File: config.mk
export PLATFORM = sky130hd
export DESIGN_NAME = serial_add_seq
export DESIGN_NICKNAME = d
export VERILOG_FILES = /design/src/rtl/serial_add_seq.sv
export SDC_FILE = /design/constraint.sdc
export NUM_CORES = 1
export LEC_CHECK = 0
export BUFFER_PORTS_ARGS = -buffer_cell sky130_fd_sc_hd__buf_2
export CORE_MARGIN = 2
export CORE_UTILIZATION = 43
export CTS_BUF_LIST = sky130_fd_sc_hd__clkbuf_16
export DETAILED_ROUTE_END_ITERATION = 16
export GPL_TIMING_DRIVEN = 0
export MAX_ROUTING_LAYER = met4
export PLACE_DENSITY = 0.75
export SYNTH_ARGS = -nofsm -noshare
export SYNTH_HDL_FRONTEND = slang
export SYNTH_SLANG_ARGS = --single-unit
export TNS_END_PERCENT = 30
File: constraint.sdc
create_clock -name clk -period 3.4 [get_ports clk]
set_clock_uncertainty 0.05 [all_clocks]
set_input_delay 0.68 -clock clk [delete_from_list [all_inputs] [get_ports clk]]
set_output_delay 0.68 -clock clk [all_outputs]
set_load 0.02 [all_outputs]
File: src/rtl/serial_add_seq.sv
// Bit-serial adder: one NOR-built full-adder slice reused for WIDTH cycles.
// Ports: clk, rst (async high), start/a/b/cin in; busy, done, sum, cout, ovf out.
// Optional signed-overflow output enabled by defining SERIAL_ADD_OVF_EN.

module my_xor (
    input  logic a,
    input  logic b,
    output logic y
);
    logic t1, t2, t3, xn;
    assign t1 = ~(a | b);
    assign t2 = ~(a | t1);
    assign t3 = ~(b | t1);
    assign xn = ~(t2 | t3);
    assign y  = ~(xn | xn);
endmodule

module my_and (
    input  logic a,
    input  logic b,
    output logic y
);
    logic na, nb;
    assign na = ~(a | a);
    assign nb = ~(b | b);
    assign y  = ~(na | nb);
endmodule

module my_or (
    input  logic a,
    input  logic b,
    output logic y
);
    logic n;
    assign n = ~(a | b);
    assign y = ~(n | n);
endmodule

module serial_add_seq #(
    parameter int WIDTH = 8
) (
    input  logic             clk,
    input  logic             rst,
    input  logic             start,
    input  logic [WIDTH-1:0] a,
    input  logic [WIDTH-1:0] b,
    input  logic             cin,
    output logic             busy,
    output logic             done,
    output logic [WIDTH-1:0] sum,
    output logic             cout,
    output logic             ovf
);
    localparam int CW = $clog2(WIDTH);

    typedef enum logic [1:0] {
        IDLE = 2'd0,
        RUN  = 2'd1,
        DONE = 2'd2
    } state_t;

    state_t state_q, state_d;

    logic [WIDTH-1:0] a_sr, b_sr;
    // Bit 0 of the partial sum would never be read again, so only the
    // upper WIDTH-1 bits are stored; the full word is formed in s_nxt.
    logic [WIDTH-2:0] s_sr;
    logic [WIDTH-1:0] s_nxt;
    logic             c;
    logic [CW-1:0]    cnt;
    logic             last;

    logic s, co, p, g, pc, s_unused;

    my_xor u_x1 (.a(a_sr[0]), .b(b_sr[0]), .y(p));
    my_xor u_x2 (.a(p),       .b(c),       .y(s));
    my_and u_a1 (.a(a_sr[0]), .b(b_sr[0]), .y(g));
    my_and u_a2 (.a(p),       .b(c),       .y(pc));
    my_or  u_o1 (.a(g),       .b(pc),      .y(co));

    assign s_unused = 1'b0;
    assign s_nxt    = {s, s_sr};
    assign last     = (cnt == CW'(WIDTH - 1));

    always_ff @(posedge clk or posedge rst) begin
        if (rst) state_q <= IDLE;
        else     state_q <= state_d;
    end

    always_comb begin
        state_d = state_q;
        case (state_q)
            IDLE:    if (start) state_d = RUN;
            RUN:     if (last)  state_d = DONE;
            DONE:    state_d = IDLE;
            default: state_d = IDLE;
        endcase
    end

    assign busy = (state_q != IDLE);
    assign done = (state_q == DONE);

    always_ff @(posedge clk or posedge rst) begin
        if (rst) begin
            a_sr <= '0;
            b_sr <= '0;
            s_sr <= '0;
            c    <= 1'b0;
            cnt  <= '0;
            sum  <= '0;
            cout <= 1'b0;
        end else begin
            case (state_q)
                IDLE: begin
                    if (start) begin
                        a_sr <= a;
                        b_sr <= b;
                        c    <= cin;
                        cnt  <= '0;
                    end
                end
                RUN: begin
                    a_sr <= {1'b0, a_sr[WIDTH-1:1]};
                    b_sr <= {1'b0, b_sr[WIDTH-1:1]};
                    s_sr <= s_nxt[WIDTH-1:1];
                    c    <= co;
                    cnt  <= cnt + 1'b1;
                    if (last) begin
                        sum  <= s_nxt;
                        cout <= co;
                    end
                end
                default: ;
            endcase
        end
    end

`ifdef SERIAL_ADD_OVF_EN
    // c is the carry into the MSB on the last slice pass.
    logic ovf_q;
    always_ff @(posedge clk or posedge rst) begin
        if (rst)                       ovf_q <= 1'b0;
        else if (state_q == RUN && last) ovf_q <= c ^ co;
    end
    assign ovf = ovf_q;
`else
    assign ovf = s_unused;
`endif

endmodule

==> impl_metrics.yaml <==
outcome:
  outcome: "finished clean"
placement:
  gp_congestion: 0.8548
  io_buffers: 30
  hpwlAfterDp_um: 2593
  placed_area_um2: 2042
routing:
  ant_nets: 0
  vias_per_cell: 5.235
  wire_per_inst_um: 14.62
  drc: 0
  drt_iter0_drc: 87
  dr.pass1.iters: 4
  vias: 1335
  drt-total-wl_um: 3728
yosys:
  postSynth.asyncResetShare: 1.000
  synth_fa_ha_area_frac: 0.02462
  yosys_most_used_dff: "dfrtp_1"
  synth_nets: 191
  synth-seq-cells: 38
  synth-edff-count: 0
  ys_types: 26
  muxShareOfSynthArea: 0.07387
  seq_area_frac_synth: 0.5198
  avgSynthCellArea_um2: 10.89
  synth_area_um2: 1829
  syn-instance-count: 168
  ys.warnings.count: 0
  yosys.area_share.simple: 0.1874
  synth_top_family_by_area: "simple AND/OR/NAND/NOR gates"
  synth_xor_area_frac: 0
  synth-compound-area-share: 0.1231
finish:
  drive_above_1_share: 0.2927
  diodes: 0
  fin_nets: 228
  area_delta_synth_final_pct: 20.31
  fillers: 372
  final_cell_area_um2: 2201
timing:
  period_share: 0.6252
  slew_headroom: 0.4685
  setup_tns_ns: 0
  holdWs_ns: 0.4196
  clock.fmax_mhz: 470.4
  worstMarginPinSlew_ns: 0.7960
  setup_viol: 0
  rsz0062_at_grt: "false"
  drv_slew: 0
  fin_crit_ns: 2.126
  hold_viol_final: 0
critical_path:
  path_class: "register to output port"
  crit_start: "state_q[1]"
  slowest_stage: "dfrtp_1"
  crit_path_end_kind: "output port"
  reg2reg_slack_ns: 1.83
  cp_num_buf_inv: 4
  cp_slowest_stage_delay_ns: 0.39
  cpMostUsedCell: "buf_6"
  worstPathArrival_ns: 1.40
  reg2reg_from: "cnt[0]"
  cp_top_family: "buffers and inverters"
  startpoint_type: "register"
  required_ns: 2.67
  critPathMaxFanout: 10
  reg2reg_to: "cout"
  crit_chain: "buf_6 -> buf_6 -> buf_6 -> nor2b_1 -> buf_2"
  r2r_cells: 5
floorplan:
  core-area_um2: 4058
  initial_core_util: 0.4508
  die_w_um: 69.23
  die_area_um2: 4792
  rows: 23
  io_pins: 32
  die_h_um: 69.23
clock_network:
  cts_hold_buf: 0
  cts_tree: "done"
  postCtsSetupBuffers: 0
  h-tree-depth: 2
  cts.sinks: 38
  clk_path_buf_depth: 2
  numCtsBuffers: 5
  clkTransAtPathRegs_ns: 0.05
  post_cts_resized: 0
  clock_latency_ns: 0.28
  cts-root-buf: "clkbuf_16"
global_route:
  overflow: 0
  antenna_found_initial: 0
  grt_max_degree: 39
  grt.total_usage: 0.1763
  grt_pass1_vias: 1329
  grt_pass1_wl_um: 6423
power_and_ir_drop:
  p_leak_nw: 1.090
  vdd_drop_max_uv: 365.4
  power_density_nw_per_um2: 945.0
  total_power_mw: 2.080
worst_hold_path:
  hold_depth: 2
  holdCritPathClass: "register to register"
  hold-path-endpoint: "s_sr[0]"
  min_from: "s_sr[0]"
run:
  maxCapViolCount: 0
## where the power goes
| group | leakage (nW) | switching [mW] | total [mW] | internal [mW] |
|---|---|---|---|---|
| Combinational | 0.538 | 0.380 | 0.762 | 0.382 |
| Clock | 0.0773 | 0.172 | 0.511 | 0.339 |
| Sequential | 0.474 | 0.150 | 0.807 | 0.658 |
| Total | 1.09 | 0.702 | 2.08 | 1.38 |
## tightest hold or removal path, cell delays in order, from the launching register on
cell	delay (ns)
dfrtp_1	0.34
nand2_1	0.05
nand2_1	0.05
## stage by stage
step	util	instances	setup slack, ns
global route	0.5424	255	1.197
CTS	0.5424	255	1.256
detailed placement	0.5032	248	1.577
global placement	0.5032	248	1.284
floorplan	-	168	1.641
finish	0.5424	255	1.274
## state kept, by name (all words and copies together) (netlist names)
signal,count
a_sr,8
b_sr,8
sum,8
s_sr,7
cnt,3
state_q,2
c,1
cout,1
## metal layers
layer  up-vias  wire [um]  global-route usage
met5         -          0                   -
met1       635       1719              0.2179
met3         6        152             0.05523
li1        663          -                   -
met4         0         77             0.06536
met2        31       1779              0.2724
## placed cells by master, fill, tap and decap left out, drive strengths merged, types with 2 or more instances in the layout
master,instances
o21ai,9
nand2,32
clkbuf,7
ha,2
a22o,2
nor3,16
mux2,9
nand2b,9
nor2b,10
buf,42
o32ai,8
a32oi,2
nor2,2
dfrtp,38
a221o,7
inv,3
## synthesized netlist by cell type (2+ instances only)
| library cell | n | area share |
|---|---|---|
| dfrtp_1 | 38 | 0.52 |
| a221o_1 | 7 | 0.038 |
| nand2_1 | 32 | 0.066 |
| a32oi_1 | 2 | 0.0096 |
| nor3_1 | 16 | 0.044 |
| buf_6 | 7 | 0.043 |
| a22o_1 | 2 | 0.0096 |
| o21ai_0 | 7 | 0.019 |
| ha_1 | 2 | 0.014 |
| o21ai_1 | 2 | 0.0055 |
| mux2_4 | 9 | 0.074 |
| nand2b_1 | 8 | 0.027 |
| inv_1 | 3 | 0.0062 |
| nor2_1 | 2 | 0.0041 |
| buf_2 | 4 | 0.011 |
| o32ai_1 | 8 | 0.038 |
| nor2b_1 | 10 | 0.034 |
## final cells by class
cell class | instances | area (um2) | share of cell area
repair buffers | 30 | 150.1 | 0.06822
clock buffers | 5 | 125.1 | 0.05685
well taps | 50 | 62.56 | 0.02843
inverters | 3 | 11.26 | 0.005117
clock inverters | 2 | 33.78 | 0.01535
plain buffers | 14 | 115.1 | 0.05230
flip-flops and latches | 38 | 950.9 | 0.4321
multi-input cells | 113 | 752.0 | 0.3417
## worst max-delay path by stage
stage                    to  slack [ns]  cells past startpoint
floorplan              done        1.64                      4
global placement    a_sr[6]        1.28                      2
detailed placement     done        1.58                      5
CTS                    done        1.26                      5
global route           done        1.20                      5
finish                 done        1.27                      5
## logic make-up after synthesis
group           after synthesis
compound gates               29
fa+ha+maj                     3
buf+inv                      17
flops                        38
mux                           9
other cells                   1
simple gates                 71
(Power assumes the default switching activity.)
